--- src/rtl/pe_array_v2.sv ---
// -----------------------------------------------------------------------------
// pe_array_v2 -- linear array of ARRAY_NUM multiply-accumulate PEs.
//
// A weight stream enters PE0 and ripples one PE per cycle towards the last PE.
// Each PE multiplies its cached data lane by the weight currently at its stage
// and accumulates the product. A drain request lets the weight pipe flush, then
// emits all accumulators requantised (arithmetic right shift + saturation) as a
// single one-cycle result pulse, and clears the accumulators.
//
// Optional feature macro: PE_ARRAY_ROUND_EN
//   defined   -> round half up before the requantisation shift
//   undefined -> plain arithmetic shift (truncate toward -inf)
//
// Ports
//   iClk              clock, all logic on the rising edge
//   iRst              synchronous active-high reset
//   iValid            iWeight valid this cycle
//   iWeight           signed weight entering PE0
//   iData             signed data lanes, lane i at [(i+1)*DATA_W-1 : i*DATA_W]
//   iCfsPassDataLeft  per lane i: take cache of lane i+1 instead of iData lane i
//   iClearAcc         zero all accumulators (IDLE/ACCUM only)
//   iDrain            single-cycle request to emit results
//   iCfsOutputShift   requantisation right-shift amount, latched on drain
//   oWeight           weight leaving the last PE (for chaining)
//   oWeightValid      valid travelling with oWeight
//   oResult           requantised results, same lane order as iData
//   oResultValid      one-cycle pulse, oResult holds until the next pulse
//   oBusy             high while draining / emitting
//   oDbgState         current FSM state (0 IDLE, 1 ACCUM, 2 DRAIN, 3 OUT)
//
// Handshake: there is no back-pressure. A weight is taken whenever iValid is
// high outside DRAIN; a drain is taken whenever iDrain is high in IDLE/ACCUM.
// oResultValid is a pure pulse with no ready; the consumer must capture it.
// -----------------------------------------------------------------------------
module pe_array_v2 #(
  parameter int ARRAY_NUM = 3,
  parameter int DATA_W    = 8,
  parameter int ACC_W     = 20
) (
  input  logic                          iClk,
  input  logic                          iRst,
  input  logic                          iValid,
  input  logic [DATA_W-1:0]             iWeight,
  input  logic [DATA_W*ARRAY_NUM-1:0]   iData,
  input  logic [ARRAY_NUM-2:0]          iCfsPassDataLeft,
  input  logic                          iClearAcc,
  input  logic                          iDrain,
  input  logic [4:0]                    iCfsOutputShift,
  output logic [DATA_W-1:0]             oWeight,
  output logic                          oWeightValid,
  output logic [DATA_W*ARRAY_NUM-1:0]   oResult,
  output logic                          oResultValid,
  output logic                          oBusy,
  output logic [1:0]                    oDbgState
);

  typedef enum logic [1:0] {
    ST_IDLE  = 2'd0,
    ST_ACCUM = 2'd1,
    ST_DRAIN = 2'd2,
    ST_OUT   = 2'd3
  } state_t;

  localparam int CNT_W = $clog2(ARRAY_NUM + 1);
  localparam logic signed [ACC_W:0] SAT_MAX = (ACC_W+1)'(2**(DATA_W-1) - 1);
  localparam logic signed [ACC_W:0] SAT_MIN = (ACC_W+1)'(-(2**(DATA_W-1)));

  state_t                      state;
  logic [CNT_W-1:0]            cnt;
  logic [4:0]                  shift_q;

  logic signed [DATA_W-1:0]    cache [ARRAY_NUM];
  logic signed [DATA_W-1:0]    wgt   [ARRAY_NUM];
  logic                        vld   [ARRAY_NUM];
  logic signed [ACC_W-1:0]     acc   [ARRAY_NUM];
  logic signed [2*DATA_W-1:0]  prod  [ARRAY_NUM];
  logic signed [ACC_W:0]       biased  [ARRAY_NUM];
  logic signed [ACC_W:0]       shifted [ARRAY_NUM];
  logic [DATA_W*ARRAY_NUM-1:0] result_next;

  logic acc_open;
  logic weight_accept;
  logic clear_acc;

  // MAC/clear/drain requests are honoured only while collecting samples.
  assign acc_open      = (state == ST_IDLE) || (state == ST_ACCUM);
  assign weight_accept = iValid && (state != ST_DRAIN);
  assign clear_acc     = iClearAcc && acc_open;

  assign oWeight      = wgt[ARRAY_NUM-1];
  assign oWeightValid = vld[ARRAY_NUM-1];
  assign oDbgState    = state;

  // ---------------------------------------------------------------------------
  // Data cache and weight pipe. With pass-left set, lane i copies the cache of
  // lane i+1, so each hop adds one cycle of skew relative to the source lane.
  // ---------------------------------------------------------------------------
  always_ff @(posedge iClk) begin
    if (iRst) begin
      for (int i = 0; i < ARRAY_NUM; i++) begin
        cache[i] <= '0;
        wgt[i]   <= '0;
        vld[i]   <= 1'b0;
      end
    end else begin
      cache[ARRAY_NUM-1] <= iData[(ARRAY_NUM-1)*DATA_W +: DATA_W];
      for (int i = 0; i < ARRAY_NUM-1; i++) begin
        cache[i] <= iCfsPassDataLeft[i] ? cache[i+1] : iData[i*DATA_W +: DATA_W];
      end
      wgt[0] <= iWeight;
      vld[0] <= weight_accept;
      for (int i = 1; i < ARRAY_NUM; i++) begin
        wgt[i] <= wgt[i-1];
        vld[i] <= vld[i-1];
      end
    end
  end

  always_comb begin
    for (int i = 0; i < ARRAY_NUM; i++) begin
      prod[i] = cache[i] * wgt[i];
    end
  end

  // ---------------------------------------------------------------------------
  // Accumulators. Weights only ever enter the pipe outside DRAIN, so every valid
  // stage belongs to a sample accepted in IDLE/ACCUM; letting it finish while
  // the FSM sits in DRAIN is what flushes the last samples into the result.
  // Clear (explicit or after OUT) wins over any MAC in the same cycle.
  // ---------------------------------------------------------------------------
  always_ff @(posedge iClk) begin
    if (iRst) begin
      for (int i = 0; i < ARRAY_NUM; i++) acc[i] <= '0;
    end else if (clear_acc || (state == ST_OUT)) begin
      for (int i = 0; i < ARRAY_NUM; i++) acc[i] <= '0;
    end else begin
      for (int i = 0; i < ARRAY_NUM; i++) begin
        if (vld[i]) acc[i] <= acc[i] + ACC_W'(prod[i]);
      end
    end
  end

  // ---------------------------------------------------------------------------
  // Requantisation: optional rounding bias, arithmetic shift, saturation.
  // One extra bit of headroom keeps the rounding bias from overflowing.
  // ---------------------------------------------------------------------------
  always_comb begin
    result_next = '0;
    for (int i = 0; i < ARRAY_NUM; i++) begin
      biased[i] = {acc[i][ACC_W-1], acc[i]};
`ifdef PE_ARRAY_ROUND_EN
      if (shift_q != 5'd0) begin
        biased[i] = biased[i] + ((ACC_W+1)'(1) << (shift_q - 5'd1));
      end
`endif
      shifted[i] = biased[i] >>> shift_q;
      if (shifted[i] > SAT_MAX) begin
        result_next[i*DATA_W +: DATA_W] = SAT_MAX[DATA_W-1:0];
      end else if (shifted[i] < SAT_MIN) begin
        result_next[i*DATA_W +: DATA_W] = SAT_MIN[DATA_W-1:0];
      end else begin
        result_next[i*DATA_W +: DATA_W] = shifted[i][DATA_W-1:0];
      end
    end
  end

  // ---------------------------------------------------------------------------
  // Control FSM. DRAIN lasts exactly ARRAY_NUM cycles, which is how long the
  // last accepted weight needs to reach the final PE.
  // ---------------------------------------------------------------------------
  always_ff @(posedge iClk) begin
    if (iRst) begin
      state        <= ST_IDLE;
      cnt          <= '0;
      shift_q      <= '0;
      oBusy        <= 1'b0;
      oResult      <= '0;
      oResultValid <= 1'b0;
    end else begin
      oResultValid <= 1'b0;
      case (state)
        ST_IDLE, ST_ACCUM: begin
          if (iDrain) begin
            state   <= ST_DRAIN;
            oBusy   <= 1'b1;
            cnt     <= CNT_W'(ARRAY_NUM);
            // Out-of-range shifts saturate to the widest meaningful shift.
            shift_q <= (int'(iCfsOutputShift) >= ACC_W) ? 5'(ACC_W - 1)
                                                        : iCfsOutputShift;
          end else if (iValid) begin
            state <= ST_ACCUM;
          end
        end
        ST_DRAIN: begin
          cnt <= cnt - CNT_W'(1);
          if (cnt == CNT_W'(1)) state <= ST_OUT;
        end
        ST_OUT: begin
          oResult      <= result_next;
          oResultValid <= 1'b1;
          oBusy        <= 1'b0;
          state        <= ST_IDLE;
        end
        default: begin
          state <= ST_IDLE;
          oBusy <= 1'b0;
        end
      endcase
    end
  end

endmodule

--- config.mk ---
export PLATFORM = sky130hd
export DESIGN_NAME = pe_array_v2
export DESIGN_NICKNAME = d
export VERILOG_FILES = /design/src/rtl/pe_array_v2.sv
export SDC_FILE = /design/constraint.sdc
export NUM_CORES = 1
export LEC_CHECK = 0
export ABC_CLOCK_PERIOD_IN_PS = 6600
export CAP_MARGIN = 20
export CORE_MARGIN = 4
export CORE_UTILIZATION = 52
export CTS_CLUSTER_DIAMETER = 120
export DETAILED_ROUTE_END_ITERATION = 7
export HOLD_SLACK_MARGIN = 0.03
export PLACE_DENSITY_LB_ADDON = 0.25
export SYNTH_ARGS = -nofsm -noshare
export SYNTH_HDL_FRONTEND = slang
export SYNTH_SLANG_ARGS = --single-unit
--- constraint.sdc ---
create_clock -name iClk -period 6.6 [get_ports iClk]
set_input_delay 0.66 -clock iClk [delete_from_list [all_inputs] [get_ports iClk]]
set_output_delay 0.66 -clock iClk [all_outputs]
set_load 0.005 [all_outputs]
---- Word-level counts from Yosys, hierarchy flattened ----
Memories as Yosys holds them, arrays and structs flattened.
Cells that the tools add are included.
W data, S select, Z words.
word-level totals
  output and inout port bits .............. 37
  logic and storage cells ................. 113
  bits in writable memories ............... 111
  register bits after elaboration ......... 35
  memories ................................ 4
  input bits .............................. 44
memories
  memory  depth  bits a word  read ports  clocked after memory_dff  write ports  line  text
  acc     3      20           3           0                         3            75    logic signed [ACC_W-1:0] acc [ARRAY_NUM];
  cache   3      8            3           0                         3            72    logic signed [DATA_W-1:0] cache [ARRAY_NUM];
  wgt     3      8            3           0                         3            73    logic signed [DATA_W-1:0] wgt [ARRAY_NUM];
  vld     3      1            3           0                         3            74    logic vld [ARRAY_NUM];
cells by class
  add/sub/neg operators ................... 4
  muxes and demuxes ....................... 51
  shift operators ......................... 3
  $mul .................................... 3
  order comparisons ....................... 7
  bitwise operators ....................... 15
  reductions and logical operators ........ 12
  eq/ne operators ......................... 8
operator list
  kind                   number
  $mux W20               6
  $mux W8                14
  $gt A21 B8 Y1 const B  3
  $lt A21 B8 Y1 const B  3
  $sshr A20 B5 Y21       3
  $add A20 B16 Y20       3
  $mul A8 B8 Y16         3
  $mux W1                23
  $or A1 B1 Y1           15
  $mux W2                4
  $reduce_and A2 Y1      4
  $ne A2 B2 Y1 const B   3
  $pmux W2 S3            1
  $ge A5 B5 Y1 const B   1
  $mux W5                1
  $eq A2 B1 Y1 const B   2
  $eq A2 B2 Y1 const B   2
  $pmux W2 S2            1
  $reduce_bool A2 Y1     2
  $ne A3 B3 Y1 const B   1
  $logic_and A1 B1 Y1    2
  $logic_not A2 Y1       1
  $logic_or A1 B1 Y1     2
  $pmux W1 S2            1
  2 further kinds        2

---- Longest topological paths before layout ----
Gate-level depths: netlist (run 1).
  word-level depth ........................ 9
  depth in mapped cells ................... 20
  depth with buffers taken out ............ 19

---- Worst setup path before layout (run 1) ----
Ideal clock, no wire load.
  path kind ............................... reg-to-reg
  start point ............................. mem cache[2][7], in the netlist cache[0][23]
  end point ............................... mem acc[2][18], in the netlist acc[0][58] (data pin)
  slack ................................... 929 ps
  library setup time ...................... 270 ps
  arrival time ............................ 5400 ps
  stages on the path, launching flop included .. 18
  buffers on the path ..................... 1
  period minus slack after synthesis ...... 5671 ps
  cell sequence ........................... dfxtp_1 > clkbuf_1 > and2_1 > inv_1 > fa_1 > inv_1 > fa_1 > fa_1 > fa_1 > fa_1 > ha_1 > and3_1 > a2111oi_0 > nor3_1 > o31a_1 > o21bai_1 > a21o_1 > a21oi_1
RTL lines
  what                line
  start: declaration  72
  end: declaration    75

==> metrics.md, run 1 <==
| Metric | Value |
|---|---|
| Area growth from synthesis to layout | 8.59% |
| Headroom to the max-slew limit | 0.383 |
| Inserted Diodes | 0 |
| Share of layout cells above drive strength 1 | 0.0702 |
| WHS | ~0.46 ns |
| Mapped cell area | around 19000 µm² |
| Post-DP Area | around 20000 µm² |
| Global-route wire length before repair | between 70 and 80 mm |
| CP Max Fanout | 12 |
| Multi-input gate area | ~14000 µm² |
| Largest net degree at the start of global routing | roughly 60 |
| Fin crit period | ~5.9 ns |
| # fillers | 3053 |
| Final Max Slew Viols | 0 |
| Grt ovf | 0 |
| Total GRT Usage | 0.234 |
| Register area share after synthesis | 0.186 |
| Max Fclk | around 170 MHz |
| Final period util | 0.891 |
| IO Port Bufs | 80 |
| CTS Buf Count | 17 |
| # setup viols final | 0 |
| IR drop worst, VDD | between 200 and 250 µV |
| Worst path required time | around 6.8 ns |
| Initial antenna violation count | 0 |
| CORE AREA | ~36000 µm² |
| Die X | ~200 µm |
| Remaining DRCs | 0 |
| Drt pass-1 iters | 5 |
| Reg area | 3530 µm² |
| Buf+Inv Stages, Crit Path | 0 |
| Syn Nets | ~2400 |
| Placed cells | about 2400 |
| Power Density | around 170 nW/µm² |
| DIE AREA | around 39000 µm² |
| Detail Route Antenna Nets | 0 |
| Setup crit end kind | flop |
| Post-route setup slack | roughly 0.7 ns |
| Post-CTS Setup Inserts | 0 |
| Routed WL | about 44 mm |
| Rows | 69 |
| Root Driver | clkbuf_16 |
| Vias in the first global route | roughly 15000 |
| Status | finished, final reports clean |
| Starting Density | 0.529 |
| Max Clock Skew | about 0.014 ns |
| Max Cap Viol | 0 |
| RSZ-0062 raised after global routing | false |
| Most common cell after layout, fill and taps aside | inv_1 |
| Synth Flop Type | dfxtp_1 |
| Post-route cell area | 20500 µm² |
| Total power | roughly 3.6 mW |
| Max clock buf depth | 2 |
| H-tree Lvls | 4 |
| Overall via count from detail_route | approximately 14000 |
| Number of synthesized flops with an enable pin | 60 |
| Cell family with most CP delay | adder cells |
| Fin util | 0.574 |
| Post-detail-place hpwl | 35.1 mm |
| Synth Register Bits | ~150 |
| Io pins | between 80 and 90 |
| Crit-path slowest cell | a2111oi_0 |
| CP max stage delay | between 0.7 and 0.8 ns |
| Gp weighted congestion | approximately 0.9 |
| Async SR Flop Fraction | 0 |
| Nets | about 2400 |
| Leakage | about 9.6 nW |
| Final setup TNS | 0 ns |
| Routed WL per cell | 18.1 µm |
| Fin cells | 2412 |
| Unique masters post-synth | 77 |
| Commonest cells after routing, fill and taps aside | inv_1, fa_1, nand2_1, ha_1, nor2_1 |
| Num Clock Sinks | 146 |
| Place WS | approximately 0.79 ns |
| DR vias/cell | between 5 and 6 |
| Yosys warnings | 0 |
| Post-cts resize count | 0 |
| Hold WC Path Type | reg2reg |
| Final Hold Vio Count | 0 |
| Mapped Avg Cell Area | approximately 9.9 µm² |
| Crit Path Category | reg2reg |
| Worst skew pair latency | 0.45 ns |
| CP Cell Sequence | and2_1 > fa_1 > fa_1 > fa_1 > fa_1 > ha_1 > ha_1 > and3_1 > a2111oi_0 > nor3_1 > o31a_1 > o21bai_1 > a21o_1 > a21oi_1 |
| Drt initial violations | roughly 830 |
| Startpoint Class | flop |
| Cell count after synthesis | 1915 |
| Worst path most repeated cell | fa_1 |
| Worst Path Arrival | 6.04 ns |
| Clk slew on worst S/H paths | 0.06 ns |
| Worst Tran Pin Value | 0.925 ns |
| TritonCTS clock tree | yes |
| Die Span Y | roughly 200 µm |
| Hold bufs inserted after CTS | 0 |
==> layer usage <==
layer	global-route usage	routed length (µm)	vias to the layer above	part of all wire
met3	0.0276	1230	82	0.028
met2	0.429	23300	275	0.53
met5	0	0	-	0
li1	-	-	6363	-
met4	0.0674	1080	0	0.025
met1	0.291	18200	6878	0.42
==> power by group <==
| group | leakage [nW] | internal (mW) | switching (mW) |
|---|---|---|---|
| Combinational | 7.91 | 0.662 | 0.789 |
| Sequential | 1.37 | 1.02 | 0.151 |
| Clock | 0.282 | 0.549 | 0.422 |
| Total | 9.57 | 2.23 | 1.36 |
==> logic make-up after synthesis <==
family                   synth area share
AO/OA/AOI/OAI                      0.0826
XOR/XNOR                           0.0246
adder cells (fa/ha/maj)             0.372
buffers and inverters              0.0812
flip-flops                          0.186
multiplexers                        0.105
AND/OR/NAND/NOR                     0.148
==> worst reg2reg max path: stages (launching register included) <==
cell and delay [ns]:
dfxtp_1 0.48, and2_1 0.61, fa_1 0.55, fa_1 0.50, fa_1 0.58, fa_1 0.43
ha_1 0.29, ha_1 0.34, and3_1 0.20, a2111oi_0 0.76, nor3_1 0.17, o31a_1 0.33
o21bai_1 0.17, a21o_1 0.14, a21oi_1 0.05
==> Yosys cell counts, drive strengths merged (25+ instances only) <==
master / n / area share
inv: 292 / 0.058
fa: 264 / 0.28
nand2: 167 / 0.033
ha: 139 / 0.092
nor2: 128 / 0.026
and2: 116 / 0.038
dfxtp: 86 / 0.091
mux2i: 69 / 0.037
a21oi: 61 / 0.016
edfxtp: 60 / 0.095
clkbuf: 53 / 0.011
mux4: 47 / 0.057
nor2b: 46 / 0.015
buf: 36 / 0.012
o21ai: 32 / 0.0087
xnor2: 27 / 0.013
xor2: 26 / 0.012
nor3: 25 / 0.0069
==> area by class of cell <==
cell class / count / share of cell area
multi-input combinational: 1386 / 0.674
sequential: 146 / 0.172
inverter: 294 / 0.0538
timing repair buffer: 93 / 0.0435
tap: 461 / 0.0281
clock buffer: 22 / 0.0248
clock inverter: 10 / 0.00341
==> registers in the layout, summed over array words and instances, names as in the netlist <==
signal and cells:
acc 60, cache 24, cnt 2, oBusy 1, oDbgState 2, oResult 24
oResultValid 1, shift_q 5, vld 3, wgt 24
==> worst paths after layout <==
path / start / to / slack, ns / cells after the start
setup / recovery: wgt[0][17]$_SDFF_PP0_ / acc[0][58]$_SDFFCE_PN0P_ / 0.72 / 14
hold / removal: oResult[23]$_SDFFE_PP0P_ / oResult[23]$_SDFFE_PP0P_ / 0.46 / 2
setup reg to reg: wgt[0][17]$_SDFF_PP0_ / acc[0][58]$_SDFFCE_PN0P_ / 0.72 / 14
hold reg to reg: oResult[23]$_SDFFE_PP0P_ / oResult[23]$_SDFFE_PP0P_ / 0.46 / 2
Note: power is estimated with default switching activity, not from simulation.
==> run 2, diff against run 1 <==
Settings changed: SKIP_LAST_GASP from default to 1.
==> results of run 2 <==
The final DEF is identical to that of run 1; final timing and power are the same.
